$ cat src/rtl/rob_if.sv
// Decoder / writeback / regfile / commit bus of the reorder buffer.
interface rob_if #(parameter int ROB_BIT = 3);
  logic               issue_valid;
  logic [1:0]         issue_type;
  logic [4:0]         issue_rd;
  logic [31:0]        issue_pc;
  logic               issue_pred_taken;
  logic               issue_ready;
  logic [31:0]        issue_value;
  logic               rob_full;
  logic [ROB_BIT-1:0] issue_rob_entry;

  logic               wb_valid;
  logic [ROB_BIT-1:0] wb_rob_entry;
  logic [31:0]        wb_value;
  logic               wb_taken;
  logic [31:0]        wb_target;

  logic [ROB_BIT-1:0] get_rob_entry1, get_rob_entry2;
  logic               ready1, ready2;
  logic [31:0]        value1, value2;

  logic               rob_commit;
  logic [4:0]         commit_reg_id;
  logic [31:0]        commit_reg_data;
  logic [ROB_BIT-1:0] commit_rob_entry;
  logic               commit_store;
  logic               rob_clear_up;
  logic [31:0]        clear_pc;
  logic               debug_rob_empty;

  modport slave (
    input  issue_valid, issue_type, issue_rd, issue_pc, issue_pred_taken, issue_ready, issue_value,
    input  wb_valid, wb_rob_entry, wb_value, wb_taken, wb_target,
    input  get_rob_entry1, get_rob_entry2,
    output rob_full, issue_rob_entry, ready1, ready2, value1, value2,
    output rob_commit, commit_reg_id, commit_reg_data, commit_rob_entry, commit_store,
    output rob_clear_up, clear_pc, debug_rob_empty
  );

  modport master (
    output issue_valid, issue_type, issue_rd, issue_pc, issue_pred_taken, issue_ready, issue_value,
    output wb_valid, wb_rob_entry, wb_value, wb_taken, wb_target,
    output get_rob_entry1, get_rob_entry2,
    input  rob_full, issue_rob_entry, ready1, ready2, value1, value2,
    input  rob_commit, commit_reg_id, commit_reg_data, commit_rob_entry, commit_store,
    input  rob_clear_up, clear_pc, debug_rob_empty
  );
endinterface

$ cat src/rtl/rob_buffer.sv
// Circular reorder buffer: in-order issue, out-of-order writeback with operand bypass,
// in-order registered commit, and full flush on a mispredicted branch.
module rob_entry (
  input  logic        clk_in,
  input  logic        rst_in,
  input  logic        en,
  input  logic        clr,
  input  logic        alloc,
  input  logic [1:0]  a_type,
  input  logic [4:0]  a_rd,
  input  logic        a_pred,
  input  logic        a_ready,
  input  logic [31:0] a_value,
  input  logic        wb,
  input  logic [31:0] wb_value,
  input  logic        wb_taken,
  input  logic [31:0] wb_target,
  input  logic        retire,
  output logic        busy,
  output logic        ready,
  output logic [1:0]  etype,
  output logic [4:0]  rd,
  output logic        pred,
  output logic [31:0] value,
  output logic        taken,
  output logic [31:0] target
);
  always_ff @(posedge clk_in) begin
    if (!rst_in) begin
      busy <= 1'b0; ready <= 1'b0; etype <= '0; rd <= '0; pred <= 1'b0;
      value <= '0; taken <= 1'b0; target <= '0;
    end else if (en) begin
      if (clr) begin
        busy  <= 1'b0;
        ready <= 1'b0;
      end else if (alloc) begin
        busy <= 1'b1; ready <= a_ready; etype <= a_type; rd <= a_rd; pred <= a_pred;
        value <= a_value; taken <= 1'b0; target <= '0;
      end else begin
        if (wb && busy) begin
          value <= wb_value; taken <= wb_taken; target <= wb_target; ready <= 1'b1;
        end
        // Retiring frees the slot; a late writeback to it is dropped.
        if (retire) begin
          busy  <= 1'b0;
          ready <= 1'b0;
        end
      end
    end
  end
endmodule

module rob_buffer #(parameter int ROB_BIT = 3) (
  input logic  clk_in,
  input logic  rst_in,
  input logic  rdy_in,
  rob_if.slave bus
);
  localparam int DEPTH = 1 << ROB_BIT;
  localparam int CW    = ROB_BIT + 1;

  logic [ROB_BIT-1:0] head, tail;
  logic [CW-1:0]      count;
  logic               full, clear_q;
  logic               issue_acc, commit_go, mispredict, commit_fire, wb_ok;
  logic               hit1, hit2;

  logic [DEPTH-1:0]         busy_v, rdy_v, pred_v, taken_v, alloc_v, wb_v, retire_v;
  logic [DEPTH-1:0][1:0]    type_v;
  logic [DEPTH-1:0][4:0]    rd_v;
  logic [DEPTH-1:0][31:0]   value_v, target_v;

  // The PC rides along with the decoder's bookkeeping; no entry field needs it.
  logic unused_pc;
  assign unused_pc = ^bus.issue_pc;

  assign full                = (count == CW'(DEPTH));
  assign bus.rob_full        = full;
  assign bus.debug_rob_empty = (count == '0);
  assign bus.issue_rob_entry = tail;
  assign bus.rob_clear_up    = clear_q;

  assign issue_acc   = bus.issue_valid && !full && !clear_q;
  assign wb_ok       = bus.wb_valid && !clear_q;
  assign commit_go   = busy_v[head] && rdy_v[head] && !clear_q;
  assign mispredict  = commit_go && (type_v[head] == 2'd2) && (taken_v[head] != pred_v[head]);
  assign commit_fire = commit_go && !mispredict;

  assign hit1       = bus.wb_valid && (bus.wb_rob_entry == bus.get_rob_entry1);
  assign hit2       = bus.wb_valid && (bus.wb_rob_entry == bus.get_rob_entry2);
  assign bus.ready1 = hit1 || (busy_v[bus.get_rob_entry1] && rdy_v[bus.get_rob_entry1]);
  assign bus.ready2 = hit2 || (busy_v[bus.get_rob_entry2] && rdy_v[bus.get_rob_entry2]);
  assign bus.value1 = hit1 ? bus.wb_value : value_v[bus.get_rob_entry1];
  assign bus.value2 = hit2 ? bus.wb_value : value_v[bus.get_rob_entry2];

  for (genvar i = 0; i < DEPTH; i++) begin : g_ent
    assign alloc_v[i]  = issue_acc   && (tail == ROB_BIT'(i));
    assign wb_v[i]     = wb_ok       && (bus.wb_rob_entry == ROB_BIT'(i));
    assign retire_v[i] = commit_fire && (head == ROB_BIT'(i));

    rob_entry u_ent (
      .clk_in   (clk_in),
      .rst_in   (rst_in),
      .en       (rdy_in),
      .clr      (clear_q),
      .alloc    (alloc_v[i]),
      .a_type   (bus.issue_type),
      .a_rd     (bus.issue_rd),
      .a_pred   (bus.issue_pred_taken),
      .a_ready  (bus.issue_ready),
      .a_value  (bus.issue_value),
      .wb       (wb_v[i]),
      .wb_value (bus.wb_value),
      .wb_taken (bus.wb_taken),
      .wb_target(bus.wb_target),
      .retire   (retire_v[i]),
      .busy     (busy_v[i]),
      .ready    (rdy_v[i]),
      .etype    (type_v[i]),
      .rd       (rd_v[i]),
      .pred     (pred_v[i]),
      .value    (value_v[i]),
      .taken    (taken_v[i]),
      .target   (target_v[i])
    );
  end

  always_ff @(posedge clk_in) begin
    if (!rst_in) begin
      head <= '0; tail <= '0; count <= '0; clear_q <= 1'b0;
      bus.rob_commit <= 1'b0; bus.commit_reg_id <= '0; bus.commit_reg_data <= '0;
      bus.commit_rob_entry <= '0; bus.commit_store <= 1'b0; bus.clear_pc <= '0;
    end else if (rdy_in) begin
      bus.rob_commit <= 1'b0;
      clear_q        <= 1'b0;
      if (clear_q) begin
        head <= '0; tail <= '0; count <= '0;
      end else begin
        if (issue_acc)   tail <= tail + 1'b1;
        if (commit_fire) head <= head + 1'b1;
        case ({issue_acc, commit_fire})
          2'b10:   count <= count + 1'b1;
          2'b01:   count <= count - 1'b1;
          default: count <= count;
        endcase
        // Head stays put on a mispredict; the whole buffer is wiped next cycle anyway.
        if (mispredict) begin
          clear_q           <= 1'b1;
          bus.clear_pc      <= target_v[head];
          bus.commit_reg_id <= '0;
          bus.commit_store  <= 1'b0;
        end else if (commit_fire) begin
          bus.rob_commit       <= 1'b1;
          bus.commit_rob_entry <= head;
          bus.commit_reg_data  <= value_v[head];
          bus.commit_reg_id    <= (type_v[head] == 2'd0) ? rd_v[head] : 5'd0;
          bus.commit_store     <= (type_v[head] == 2'd1);
        end
      end
    end
  end
endmodule
$ cat src/flat_wrapper.sv
// flat-port wrapper written by rule: the top's interface ports become plain ports
module rob_buffer_flat 
#(parameter int ROB_BIT = 3)
  (clk_in, rst_in, rdy_in, bus_issue_valid, bus_issue_type, bus_issue_rd, bus_issue_pc, bus_issue_pred_taken, bus_issue_ready, bus_issue_value, bus_wb_valid, bus_wb_rob_entry, bus_wb_value, bus_wb_taken, bus_wb_target, bus_get_rob_entry1, bus_get_rob_entry2, bus_rob_full, bus_issue_rob_entry, bus_ready1, bus_ready2, bus_value1, bus_value2, bus_rob_commit, bus_commit_reg_id, bus_commit_reg_data, bus_commit_rob_entry, bus_commit_store, bus_rob_clear_up, bus_clear_pc, bus_debug_rob_empty);
  rob_if #(.ROB_BIT(ROB_BIT)) bus_i ();
  input logic clk_in;
  input logic rst_in;
  input logic rdy_in;
  input wire logic [$bits(bus_i.issue_valid)-1:0] bus_issue_valid;
  input wire logic [$bits(bus_i.issue_type)-1:0] bus_issue_type;
  input wire logic [$bits(bus_i.issue_rd)-1:0] bus_issue_rd;
  input wire logic [$bits(bus_i.issue_pc)-1:0] bus_issue_pc;
  input wire logic [$bits(bus_i.issue_pred_taken)-1:0] bus_issue_pred_taken;
  input wire logic [$bits(bus_i.issue_ready)-1:0] bus_issue_ready;
  input wire logic [$bits(bus_i.issue_value)-1:0] bus_issue_value;
  input wire logic [$bits(bus_i.wb_valid)-1:0] bus_wb_valid;
  input wire logic [$bits(bus_i.wb_rob_entry)-1:0] bus_wb_rob_entry;
  input wire logic [$bits(bus_i.wb_value)-1:0] bus_wb_value;
  input wire logic [$bits(bus_i.wb_taken)-1:0] bus_wb_taken;
  input wire logic [$bits(bus_i.wb_target)-1:0] bus_wb_target;
  input wire logic [$bits(bus_i.get_rob_entry1)-1:0] bus_get_rob_entry1;
  input wire logic [$bits(bus_i.get_rob_entry2)-1:0] bus_get_rob_entry2;
  output wire logic [$bits(bus_i.rob_full)-1:0] bus_rob_full;
  output wire logic [$bits(bus_i.issue_rob_entry)-1:0] bus_issue_rob_entry;
  output wire logic [$bits(bus_i.ready1)-1:0] bus_ready1;
  output wire logic [$bits(bus_i.ready2)-1:0] bus_ready2;
  output wire logic [$bits(bus_i.value1)-1:0] bus_value1;
  output wire logic [$bits(bus_i.value2)-1:0] bus_value2;
  output wire logic [$bits(bus_i.rob_commit)-1:0] bus_rob_commit;
  output wire logic [$bits(bus_i.commit_reg_id)-1:0] bus_commit_reg_id;
  output wire logic [$bits(bus_i.commit_reg_data)-1:0] bus_commit_reg_data;
  output wire logic [$bits(bus_i.commit_rob_entry)-1:0] bus_commit_rob_entry;
  output wire logic [$bits(bus_i.commit_store)-1:0] bus_commit_store;
  output wire logic [$bits(bus_i.rob_clear_up)-1:0] bus_rob_clear_up;
  output wire logic [$bits(bus_i.clear_pc)-1:0] bus_clear_pc;
  output wire logic [$bits(bus_i.debug_rob_empty)-1:0] bus_debug_rob_empty;
  assign bus_i.issue_valid = bus_issue_valid;
  assign bus_i.issue_type = bus_issue_type;
  assign bus_i.issue_rd = bus_issue_rd;
  assign bus_i.issue_pc = bus_issue_pc;
  assign bus_i.issue_pred_taken = bus_issue_pred_taken;
  assign bus_i.issue_ready = bus_issue_ready;
  assign bus_i.issue_value = bus_issue_value;
  assign bus_i.wb_valid = bus_wb_valid;
  assign bus_i.wb_rob_entry = bus_wb_rob_entry;
  assign bus_i.wb_value = bus_wb_value;
  assign bus_i.wb_taken = bus_wb_taken;
  assign bus_i.wb_target = bus_wb_target;
  assign bus_i.get_rob_entry1 = bus_get_rob_entry1;
  assign bus_i.get_rob_entry2 = bus_get_rob_entry2;
  assign bus_rob_full = bus_i.rob_full;
  assign bus_issue_rob_entry = bus_i.issue_rob_entry;
  assign bus_ready1 = bus_i.ready1;
  assign bus_ready2 = bus_i.ready2;
  assign bus_value1 = bus_i.value1;
  assign bus_value2 = bus_i.value2;
  assign bus_rob_commit = bus_i.rob_commit;
  assign bus_commit_reg_id = bus_i.commit_reg_id;
  assign bus_commit_reg_data = bus_i.commit_reg_data;
  assign bus_commit_rob_entry = bus_i.commit_rob_entry;
  assign bus_commit_store = bus_i.commit_store;
  assign bus_rob_clear_up = bus_i.rob_clear_up;
  assign bus_clear_pc = bus_i.clear_pc;
  assign bus_debug_rob_empty = bus_i.debug_rob_empty;
  rob_buffer #(.ROB_BIT(ROB_BIT)) u_core (.clk_in(clk_in), .rst_in(rst_in), .rdy_in(rdy_in), .bus(bus_i));
endmodule
$ cat config.mk
export PLATFORM = sky130hd
export DESIGN_NAME = rob_buffer_flat
export DESIGN_NICKNAME = d
export VERILOG_FILES = /design/src/rtl/rob_if.sv /design/src/rtl/rob_buffer.sv /design/src/flat_wrapper.sv
export SDC_FILE = /design/constraint.sdc
export NUM_CORES = 2
export LEC_CHECK = 0
export CORE_ASPECT_RATIO = 1.1
export CORE_MARGIN = 1
export CORE_UTILIZATION = 50
export CTS_CLUSTER_SIZE = 14
export DETAILED_ROUTE_END_ITERATION = 12
export PLACE_DENSITY = 0.7
export SKIP_LAST_GASP = 1
export SLEW_MARGIN = 20
export SYNTH_ARGS = -nofsm -noshare
export SYNTH_HDL_FRONTEND = slang
export SYNTH_SLANG_ARGS = --single-unit
export TNS_END_PERCENT = 10
$ cat constraint.sdc
create_clock -name clk_in -period 5 [get_ports clk_in]
set_clock_uncertainty 0.1 [all_clocks]
set_input_delay 1 -clock clk_in [delete_from_list [all_inputs] [get_ports clk_in]]
set_output_delay 1 -clock clk_in [all_outputs]
set_load 0.01 [all_outputs]
**Word level (Yosys, flattened, before mapping)**

Cells that the tools add are included.

- Register bits after elaboration: 685
- Input bits: 152
- Output and inout bits: 146
- Logic and storage cells: 382

- $add $sub $neg: 4
- Order comparisons: 3
- Equal/unequal tests: 29
- Multiplexer cells: 150
- Bitwise operators: 2
- Reduce and logical (&&, ||, !) cells: 120

Operators by type and width:

| kind | count |
|---|---|
| 32-bit two-way mux | 38 |
| 32-bit binary-select mux with 3-bit select | 4 |
| 1-bit two-way mux | 87 |
| 3-bit AND reduction | 18 |
| 1-bit logical AND | 44 |
| 2-bit AND reduction | 19 |
| 3-bit == test (second input constant) | 12 |
| 4-bit nonzero test | 8 |
| 3-bit nonzero test | 9 |
| 1-bit binary-select mux with 3-bit select | 8 |
| 2-bit nonzero test | 11 |
| 5-bit two-way mux | 4 |
| 3-bit by 2-bit == test with 1-bit output (second input constant) | 6 |
| 5-bit binary-select mux with 3-bit select | 1 |
| 3-bit by 4-bit < comparator with 1-bit output (second input constant) | 3 |
| 3-bit two-way mux | 4 |
| 3-bit by 1-bit == test with 1-bit output (second input constant) | 3 |
| 3-bit zero test | 3 |
| 4-bit one-hot mux with 2 select lines | 1 |
| 3-bit by 1-bit adder with 3-bit output (second input constant) | 2 |
| 2-bit binary-select mux with 3-bit select | 1 |
| 3-bit == test | 2 |
| 4-bit by 1-bit adder with 4-bit output (second input constant) | 1 |
| 2-bit by 1-bit == test with 1-bit output (second input constant) | 2 |
| other kinds (12) | 17 |

**Depth between registers and ports, before layout**

- Depth after elaboration: 12
- Gate-level depth with buffers: 15
- Mapped depth without buffers: 12

**Cells and area by module**

Synthesis repeated with hierarchy kept, for this count alone.

- Cell total of the unflattened synthesis: 3910
- Area total of the unflattened synthesis: 39654.3 um^2

By module, submodules not included:

| module | times used | cells an instance | area each (um^2) | sequential area each (um^2) |
|---|---|---|---|---|
| rob_entry | 8 | 346 | 3397.0 | 1501.4 |
| rob_buffer | 1 | 1142 | 12478.2 | 1701.6 |

**Least setup slack after synthesis**

OpenSTA, ideal clock, no wires.

- Kind: input -> output
- Start: in bus_get_rob_entry2[1]
- End: out bus_value2[14]
- Arrival: 2634 ps
- Required time: 3900 ps
- Path slack: 1266 ps
- Cell stages on the path: 8
- Buffers on the path: 4
- Cells stage by stage: clkbuf_1 -> buf_1 -> xnor2_1 -> nand4_1 -> buf_2 -> buf_1 -> nor2_1 -> a21oi_1

- Cells in the longest elaborated chain, start to end: 3
- Elaborated cells on any way between the ends: 5
- Classes of those cells: eq/ne (1); mux (3); reduce/logical (1)

Ends and longest elaborated chain:

| item | RTL line | source |
|---|---|---|
| from (decl) | flat_wrapper.sv:22 | `input wire logic [$bits(bus_i.get_rob_entry2)-1:0] bus_get_rob_entry2;` |
| 32-bit binary-select mux with 3-bit select or 3-bit == test (tied branches) | rob_buffer.sv:94, rob_buffer.sv:90 |  |
| 32-bit two-way mux (not written as such) or 1-bit logical AND (tied branches) | rob_buffer.sv:94, rob_buffer.sv:90 |  |
| 32-bit two-way mux * | rob_buffer.sv:94 | `assign bus.value2 = hit2 ? bus.wb_value : value_v[bus.get_rob_entry2];` |
| to (decl) | flat_wrapper.sv:28 | `output wire logic [$bits(bus_i.value2)-1:0] bus_value2;` |

Mark *: on every way between the ends. The rest lies on a longest branch, timed or not. The select of a mux whose other input is x is not followed.

**Worst setup path after layout**

- Start: in bus_wb_rob_entry[1]
- End: out bus_value2[1]

- Cells in the longest elaborated chain, start to end: 3

Ends and longest elaborated chain:

| item | RTL line | source |
|---|---|---|
| from (decl) | flat_wrapper.sv:17 | `input wire logic [$bits(bus_i.wb_rob_entry)-1:0] bus_wb_rob_entry;` |
| 3-bit == test | rob_buffer.sv:90 | `assign hit2 = bus.wb_valid && (bus.wb_rob_entry == bus.get_rob_entry2);` |
| 1-bit logical AND | rob_buffer.sv:90 |  |
| 32-bit two-way mux | rob_buffer.sv:94 |  |

No other way between the ends.

==> summary.txt <==
Setup path
  – CP max stage delay: 660 ps
  – Worst Setup SP: bus_wb_rob_entry[1]
  – Crit. End Element: output port
  – Cell chain of the critical path: clkdlybuf4s50_1 > xnor2_1 > nand4_1 > buf_4 > nor2_1 > a21oi_1 > clkdlybuf4s50_1
  – Worst-case register-to-register setup slack: 870 ps
  – Required time of the critical path: 3900 ps
  – Data arrival, critical path: 3490 ps
  – Crit Path Class: in -> out
  – Capture point of the worst path: bus_value2[1]
  – R2R depth: 13
  – Slowest cell on the critical path: sky130_fd_sc_hd__clkdlybuf4s50_1
  – Most common cell on crit path: sky130_fd_sc_hd__clkdlybuf4s50_1
  – Kind of start point of the critical path: input pin
  – Launching point of the worst reg2reg path: u_core.head[0]
  – Critical path fanouts, max: 36
  – Worst r2r dst: u_core.count[3]

Detailed routing
  – Detail-routed via count per cell: 6.44
  – Routed wire length per instance: 24.5 microns
  – Number of antenna-violating nets in the routed design: 0
  – DRC errors left: 0
  – Initial detailed-routing violation count: 3135
  – Detailed Routing Iterations Pass 1: 6
  – Sum of routed wire length over all layers: 116 mm
  – Detailed-route via count: 30500

Synth
  – Top cells by area in the synthesized netlist: sky130_fd_sc_hd__dfxtp_1 38%, sky130_fd_sc_hd__mux4_2 18%, sky130_fd_sc_hd__nor2_1 7.4%
  – Cell taking the most area after synthesis: sky130_fd_sc_hd__dfxtp_1
  – Distinct cells, synth: 69
  – Top_reg_cell synth: sky130_fd_sc_hd__dfxtp_1
  – Avg Synthesized Cell Area: 9.46 sq um
  – Share of async-settable or async-resettable flops after synthesis: 0
  – Total nets after synthesis: 3943
  – Seq cells post-synth: 685
  – Netlist Area Pre-Place: 35700 sq um
  – Number of enable flip-flop cells after synthesis: 0
  – Gate count of the mapped netlist: 3775
  – Sequential share of the synthesized area: 0.384
  – Yosys warning total: 0
  – Portion of synthesized cell area occupied by the leading cell type: 0.384

Flow run
  – Max cap viols: 0

Timing
  – Setup repair after global routing missed its margin: no
  – Final Hold Fails: 0
  – Setup Total Neg Slack: 0 ps
  – Worst slew pin tran: 1060 ps
  – Final setup violation count: 0
  – Number of max-slew violations in the final report: 0
  – Top achievable clock speed: 218 MHz
  – Worst relative slew slack: 0.293
  – Post-layout min period: 4590 ps
  – Final worst hold slack: 351 ps
  – Period utilisation layout: 0.917

Die
  – Total die area: 72500 sq um
  – Die height: 282 microns
  – Die extent in x: 257 microns
  – IO Count: 298
  – Placement row count: 102
  – Area of the core region: 70600 sq um
  – Initial standard-cell utilization of the core: 0.506

GRT
  – Maximum number of pins on one net before global-route repair: 100
  – Total GRT Usage: 0.314
  – Global Route met1 Usage: 0.412
  – GRT Max-Usage Layer: met2
  – Wire length of the first global-routing pass: 176 mm
  – Global-route track usage on met3: 0.0672
  – Number of antenna violations at the first check in global routing: 10
  – Met2 demand-to-capacity share in global routing: 0.514
  – Vias in the first global route: 29100
  – Congestion Overflow GR: 0

Clocking
  – Worst-Skew Late Latency: 640 ps
  – Count of buffers added by post-CTS timing repair for setup: 0
  – Number of gates given a new drive strength after cts: 0
  – Number of buffers added by the clock tree synthesis step: 74
  – Number of clock sinks: 685
  – Clock buffer depth: 3
  – Clock root buffer master: sky130_fd_sc_hd__clkbuf_16
  – CTS hold repair buffers: 0
  – TritonCTS clock tree: done
  – Number of H-tree levels: 3
  – Clock transition at the registers of the reported paths: 60 ps

Placed design
  – Number of port buffers: 265
  – Placed cell areas: 38800 sq um
  – Total half-perimeter wirelength after legalization and detailed placement: 66.7 mm
  – Final weighted congestion in routability-driven placement: 0.852

Layout
  – Layout fillers: 6031
  – Finished layout cell area: 41300 sq um
  – Most common library cell in the layout ignoring fill and taps: sky130_fd_sc_hd__nor2_1
  – Share of final-layout standard cells stronger than drive strength 1: 0.144
  – Area growth, synth to finish: 15.7%
  – Number of nets in the layout: 3909
  – Highest-count cells in the layout ignoring fill and taps: 698 x sky130_fd_sc_hd__nor2_1, 682 x sky130_fd_sc_hd__dfxtp_1, 399 x sky130_fd_sc_hd__nand2_1
  – Area of the multi-input gates: 20200 sq um
  – FF/Latch Area: 13700 sq um

Power
  – Pwr Density: 297 nW/um^2
  – Worst supply voltage drop on vdd: 263 uV
  – Leak: 13.8 nW
  – Total power: 12.3 mW

Run status
  – Result of the run: finished, final reports clean

Hold path
  – Classification of the worst-slack hold path: reg -> reg
## area by class of cell
class	count	area share
clock buffer	112	0.0539
timing repair buffer	364	0.0898
multi-input combinational	2603	0.488
inverter	13	0.00142
sequential	685	0.332
antenna	4	0.000242
clock inverter	17	0.00615
tap	936	0.0283
## worst max-delay path: cells and delay by family
family	cells	cell delay, ps
buffers and inverters	3	1690
and+or+nand+nor	2	200
AOI/OAI and AO/OA	1	360
xor gates and xnor gates	1	230
## cells in the mapped netlist (all sizes together) (4+ instances only)
cell type and count:
mux4 281, a21oi 167, clkbuf 330, and4 6
a311oi 160, o211ai 4, and3 38, o21ai 12
a211oi 166, a31oi 6, nand4 7, a211o 5
mux2i 266, dfxtp 685, a21o 5, ha 15
inv 11, buf 144, and2 12, nor2b 9
nand3 42, or3 4, xnor2 7, nand2b 6
a22oi 233, nand2 404, nor2 704
## worst min path at each step
stage / cells after the start / slack, ps / endpoint / from
6_report: 2 / 350 / u_core.g_ent[1].u_ent.rd[1] / u_core.g_ent[1].u_ent.rd[1]
4_1_cts: 2 / 350 / u_core.g_ent[1].u_ent.rd[1] / u_core.g_ent[1].u_ent.rd[1]
3_3_place_gp: 2 / 340 / u_core.g_ent[2].u_ent.rd[4] / u_core.g_ent[2].u_ent.rd[4]
3_5_place_dp: 2 / 340 / u_core.g_ent[1].u_ent.rd[1] / u_core.g_ent[1].u_ent.rd[1]
2_1_floorplan: 2 / 330 / u_core.g_ent[1].u_ent.etype[0] / u_core.g_ent[1].u_ent.etype[0]
5_1_grt: 2 / 370 / u_core.g_ent[1].u_ent.etype[0] / u_core.g_ent[1].u_ent.etype[0]
## power by group
group | switching, mW | leakage (nW) | internal [mW]
Combinational | 0.634 | 7.09 | 0.449
Sequential | 0.0479 | 5.53 | 5.51
Clock | 2.38 | 1.21 | 3.25
## registers in the layout, indices dropped and copies added, names as in the netlist
| register | count |
|---|---|
| u_core.bus.commit_reg_id | 5 |
| u_core.g_ent.u_ent.taken | 8 |
| u_core.bus.commit_reg_data | 32 |
| u_core.bus.commit_store | 1 |
| u_core.g_ent.u_ent.busy | 8 |
| u_core.g_ent.u_ent.rd | 40 |
| u_core.g_ent.u_ent.pred | 8 |
| u_core.g_ent.u_ent.target | 256 |
| u_core.bus.issue_rob_entry | 3 |
| u_core.bus.rob_clear_up | 1 |
| u_core.count | 4 |
| u_core.g_ent.u_ent.etype | 16 |
| u_core.bus.clear_pc | 32 |
| u_core.bus.rob_commit | 1 |
| u_core.bus.commit_rob_entry | 3 |
| u_core.head | 3 |
| u_core.g_ent.u_ent.value | 256 |
| u_core.g_ent.u_ent.ready | 8 |
## per-layer routing
metal  up-vias  wire length [microns]
li1      13800                      -
met1     15000                  46800
met2      1504                  54400
met3       226                  11300
met4        12                   3230
met5         -                     78
## stage by stage
step           instances  setup slack (ps)   util
6_report            4734               413  0.585
5_1_grt             4733               311  0.585
4_1_cts             4729               493  0.585
3_5_place_dp        4600               518  0.550
3_3_place_gp        4600               512  0.550
2_1_floorplan       3775              1270      -
## cell families after synthesis
family / count (synthesis) / synth area share
adder cells (fa/ha/maj): 16 / 0.00582
AO/OA/AOI/OAI: 781 / 0.159
flip-flops: 685 / 0.384
AND/OR/NAND/NOR: 1247 / 0.141
XOR/XNOR: 10 / 0.00245
multiplexers: 549 / 0.253
buffers and inverters: 487 / 0.0554
Note: power is estimated with default switching activity, not from simulation.
